`src/rtl/wb_sched.sv`:
```
// Writeback scheduler: round-robin arbiter over NREQ writeback requesters feeding one
// register-file write port, plus a 31-entry busy scoreboard for long-latency destinations.
// Latency: grant -> registered write 1 cycle. Backpressure: one requester granted per cycle.
module wb_sched #(
  parameter int NREQ = 3
) (
  input  logic               clk,
  input  logic               reset_n,
  input  logic [NREQ-1:0]    req_valid,
  output logic [NREQ-1:0]    req_ready,
  input  logic [5*NREQ-1:0]  req_reg,
  input  logic [32*NREQ-1:0] req_data,
  output logic               wen,
  output logic [4:0]         wreg,
  output logic [31:0]        wdata,
  input  logic               iss_valid,
  input  logic [4:0]         iss_rd,
  output logic               iss_ready,
  input  logic [4:0]         rs1,
  input  logic [4:0]         rs2,
  output logic               busy1,
  output logic               busy2
);

  localparam int PTR_W = (NREQ > 1) ? $clog2(NREQ) : 1;

  logic [PTR_W-1:0] ptr_q, ptr_d;
  logic [31:0]      sb_q, sb_d;
  logic             wen_q, wen_d;
  logic [4:0]       wreg_q, wreg_d;
  logic [31:0]      wdata_q, wdata_d;

  logic             gnt_any;
  logic [PTR_W-1:0] gnt_idx;
  logic [4:0]       gnt_reg;
  logic [31:0]      gnt_data;

  logic [4:0]  reg_a  [NREQ];
  logic [31:0] data_a [NREQ];

  for (genvar g = 0; g < NREQ; g++) begin : g_unpack
    assign reg_a[g]  = req_reg[g*5 +: 5];
    assign data_a[g] = req_data[g*32 +: 32];
  end

  assign gnt_reg  = reg_a[gnt_idx];
  assign gnt_data = data_a[gnt_idx];

  // Round-robin search starting at ptr; the first valid requester wins.
  always_comb begin
    req_ready = '0;
    gnt_any   = 1'b0;
    gnt_idx   = '0;
    for (int i = 0; i < NREQ; i++) begin
      if (!gnt_any && req_valid[(int'(ptr_q) + i) % NREQ]) begin
        gnt_any = 1'b1;
        gnt_idx = PTR_W'((int'(ptr_q) + i) % NREQ);
      end
    end
    if (gnt_any) begin
      req_ready[gnt_idx] = 1'b1;
    end
  end

  // Scoreboard lookups are pure reads of the busy bits; x0 is hardwired clear.
  always_comb begin
    iss_ready = ~sb_q[iss_rd];
    busy1     = sb_q[rs1];
    busy2     = sb_q[rs2];
  end

  // Next state: pointer advance, scoreboard clear/set, registered write port.
  always_comb begin
    ptr_d   = ptr_q;
    sb_d    = sb_q;
    wen_d   = 1'b0;
    wreg_d  = wreg_q;
    wdata_d = wdata_q;
    if (gnt_any) begin
      ptr_d   = (int'(gnt_idx) == NREQ - 1) ? '0 : gnt_idx + PTR_W'(1);
      wen_d   = (gnt_reg != 5'd0);
      wreg_d  = gnt_reg;
      wdata_d = gnt_data;
      sb_d[gnt_reg] = 1'b0;
    end
    // Set after clear: a new claim on a register being written back by a
    // short-latency op must stay pending for the long-latency result.
    if (iss_valid && iss_ready) begin
      sb_d[iss_rd] = 1'b1;
    end
    sb_d[0] = 1'b0;
  end

  // State registers with synchronous active-low reset that discards any in-flight grant.
  always_ff @(posedge clk) begin
    if (!reset_n) begin
      ptr_q   <= '0;
      sb_q    <= '0;
      wen_q   <= 1'b0;
      wreg_q  <= 5'd0;
      wdata_q <= 32'd0;
    end else begin
      ptr_q   <= ptr_d;
      sb_q    <= sb_d;
      wen_q   <= wen_d;
      wreg_q  <= wreg_d;
      wdata_q <= wdata_d;
    end
  end

  assign wen   = wen_q;
  assign wreg  = wreg_q;
  assign wdata = wdata_q;

endmodule

```
`config.mk`:
```
export PLATFORM = sky130hd
export DESIGN_NAME = wb_sched
export DESIGN_NICKNAME = d
export VERILOG_FILES = /design/src/rtl/wb_sched.sv
export SDC_FILE = /design/constraint.sdc
export NUM_CORES = 1
export LEC_CHECK = 0
export ABC_AREA = 0
export BUFFER_PORTS_ARGS = -buffer_cell sky130_fd_sc_hd__buf_2
export CAP_MARGIN = 10
export CORE_ASPECT_RATIO = 0.9
export CORE_MARGIN = 4
export CORE_UTILIZATION = 40
export CTS_BUF_LIST = sky130_fd_sc_hd__clkbuf_4 sky130_fd_sc_hd__clkbuf_8
export DETAILED_ROUTE_END_ITERATION = 7
export GPL_ROUTABILITY_DRIVEN = 1
export PLACE_DENSITY = 0.68
export SLEW_MARGIN = 25
export SYNTH_ARGS = -nofsm -noshare
export SYNTH_HDL_FRONTEND = slang
export SYNTH_SLANG_ARGS = --single-unit
```
`constraint.sdc`:
```
create_clock -name clk -period 2.8 [get_ports clk]
set_input_delay 0.14 -clock clk [delete_from_list [all_inputs] [get_ports clk]]
set_output_delay 0.14 -clock clk [all_outputs]
set_load 0.01 [all_outputs]
```
==> results_dict.tcl <==
set metrics [dict create \
    status "completed" \
    fin_cells 736 \
    finalHoldViolCount 0 \
    setup_tns_ns 0 \
    cts_tree "done" \
    synth_compound_area_share_pct 32.0 \
    power_density_mw_per_mm2 936 \
    synth_top_family_by_area "compound AO/OA/AOI/OAI gates" \
    path_class "reg -> reg" \
    synthAdderAreaFrac_pct 0.879 \
    gp_congestion 0.894 \
    die_w_um 117 \
    ys_seq_area_share_pct 33.3 \
    setup.worst_path.end_class "register" \
    critPathRequiredTime_ns 3.00 \
    grt_max_degree 66 \
    num_vias 4534 \
    most-common-layout-cells "buf_2, dfxtp_1, o21ai_0" \
    hpwl_mm 11.0 \
    vdd_drop_max_mv 0.447 \
    clk_latency_ns 0.33 \
    ioPinCount 176 \
    rows 35 \
    synth_warnings 0 \
    synth.area.top_cells "dfxtp_1, mux4_2, o21ai_0" \
    synth.area.mux_share_pct 16.5 \
    placed_cells 720 \
    synth_xor_area_share_pct 0 \
    via_per_inst 6.16 \
    yosysUniqueCellTypes 58 \
    initial_core_util_pct 41.3 \
    wl_mm 14.5 \
    synth-edff-count 0 \
    yosysTopAreaCell "dfxtp_1" \
    wire_per_inst_um 19.7 \
    ys_ff_latch 71 \
    grt_pass1_vias 4626 \
    rsz0062_at_grt "yes" \
    drc 0 \
    area_growth_pct 31.0 \
    hp-class "in -> reg" \
    cp.arrival_ns 2.88 \
    final_common_cell "buf_2" \
    leakage_nw 2.33 \
    worst-path-max-fanout 9 \
    syn_area_mm2 0.00427 \
    syn_inst 441 \
    drtIter0Drc 297 \
    worst_slack_ns 0.117 \
    cts_root_buf "clkbuf_8" \
    slew_headroom_pct 57.5 \
    min_period_ns 2.68 \
    setup_violations 0 \
    start_kind "register" \
    htreeDepth 3 \
    ant_nets 0 \
    final_nets 738 \
    grt_util_all_layers_pct 23.2 \
    drt_first_pass_iters 7 \
    cts_buffers 9 \
    holdWs_ns 0.0411 \
    slew_viol_final 0 \
    coreArea_mm2 0.0103 \
    grt_overflow 0 \
    synth_ff_type "dfxtp_1" \
    cap_violations 0 \
    synth_top_cell_area_share_pct 33.3 \
    antenna_cells 0 \
    post-place-ws_ns -0.0818 \
    antenna_found_initial 0 \
    dieArea_mm2 0.0124 \
    fp.dieH_um 106 \
    avgSynthCellArea_um2 9.69 \
    grt_first_pass_wirelength_mm 22.8 \
    worstMarginPinSlew_ns 0.637 \
    clock_sinks 71 \
    syn_nets 576 \
    drive_gt1_share_pct 45.8 \
    clk_pin_slew_ns 0.08 \
    totalPowerFinal_w 0.00524 \
    io_buffers 175 \
    fin_skew_ns 0.00854 \
    fmaxAchievable_mhz 373 \
    synthArstFlopShare_pct 0 \
    cts_buffer_depth 2 \
    fin_crit_sh_pct 95.8 \
    synthSimpleGateAreaFrac_pct 12.1 \
]
## metal layers
layer / wire [µm] / track usage, % / up-vias
met1: 5780 / 28.3 / 2184
met5: 0 / 0 / -
li1: - / - / 2088
met2: 7260 / 39.0 / 234
met4: 385 / 9.99 / 0
met3: 1100 / 4.84 / 28
## repair_timing
action / 4_1_cts / 5_1_grt
resized for setup: 7 / 38
buffers inserted: 0 / 1
endpoints found under the setup margin: 19 / 38
pin swaps: 0 / 6
gates cloned: 0 / 0
hold buffers: 0 / 0
## cell usage after synthesis, types with 3 or more instances
cell,count
dfxtp_1,71
o21ai_0,59
nand2_1,49
a21oi_1,27
mux4_2,27
a221oi_1,24
clkbuf_1,23
o311ai_0,15
o311ai_1,15
a21boi_0,9
a222oi_1,9
inv_1,9
mux2_2,5
nand2b_1,5
nor2_1,5
nor2b_1,5
o211a_1,5
a22oi_1,4
buf_2,4
buf_6,4
mux2i_1,4
nand3b_1,4
buf_1,3
buf_4,3
ha_1,3
o21ai_1,3
or3_1,3
## critical path, cell delays in order (launching register included)
cell and delay, ns:
dfxtp_2 0.37, inv_1 0.09, ha_4 0.32, nor2_1 0.05
o2bb2ai_1 0.17, buf_4 0.17, nor3b_2 0.25, o22ai_1 0.11
a22oi_1 0.30, o211ai_4 0.19, o311ai_0 0.38, o21ai_0 0.14
## kinds of logic (layout without fill, tap and decap cells)
logic type / after synthesis / count (layout)
AOI/OAI and AO/OA: 190 / 190
and+or+nand+nor: 94 / 94
DFF: 71 / 71
buffers and inverters: 47 / 213
muxes: 36 / 36
adders and majority gates: 3 / 3
## state kept, by name, summed over array words and instances, names as in the netlist
name,cells
wdata,32
sb_q,31
wreg,5
ptr_q,2
wen,1
## worst paths after layout
path,to,start,slack [ns],cells past startpoint
min,wdata[8]$_SDFFE_PN0N_,req_data[8],0.04,3
min reg2reg,wreg[4]$_SDFFE_PN0N_,wreg[4]$_SDFFE_PN0N_,0.50,1
max,sb_q[27]$_SDFF_PN0_,ptr_q[0]$_SDFFE_PN0N_,0.12,11
max reg2reg,sb_q[27]$_SDFF_PN0_,ptr_q[0]$_SDFFE_PN0N_,0.12,11
## cell type report
| cell class | count | area [µm²] |
|---|---|---|
| Inverter | 10 | 40.0 |
| Tap cell | 129 | 161 |
| Fill cell | 935 | 4740 |
| Sequential cell | 71 | 1420 |
| Multi-Input combinational cell | 323 | 2790 |
| Clock inverter | 6 | 86.3 |
| Timing Repair Buffer | 188 | 973 |
| Clock buffer | 9 | 124 |
## stage by stage
step           utilization [%]  area, µm²
2_1_floorplan                -       4270
3_3_place_gp              50.5       5220
3_5_place_dp              50.5       5220
4_1_cts                   52.8       5460
5_1_grt                   54.1       5590
6_report                  54.1       5590
## where the power goes
part	switching, W	internal (W)
sequential	0.000158	0.00131
clock	0.000389	0.000495
combinational	0.00179	0.00110
No activity file was read; power rests on OpenSTA's default activity.
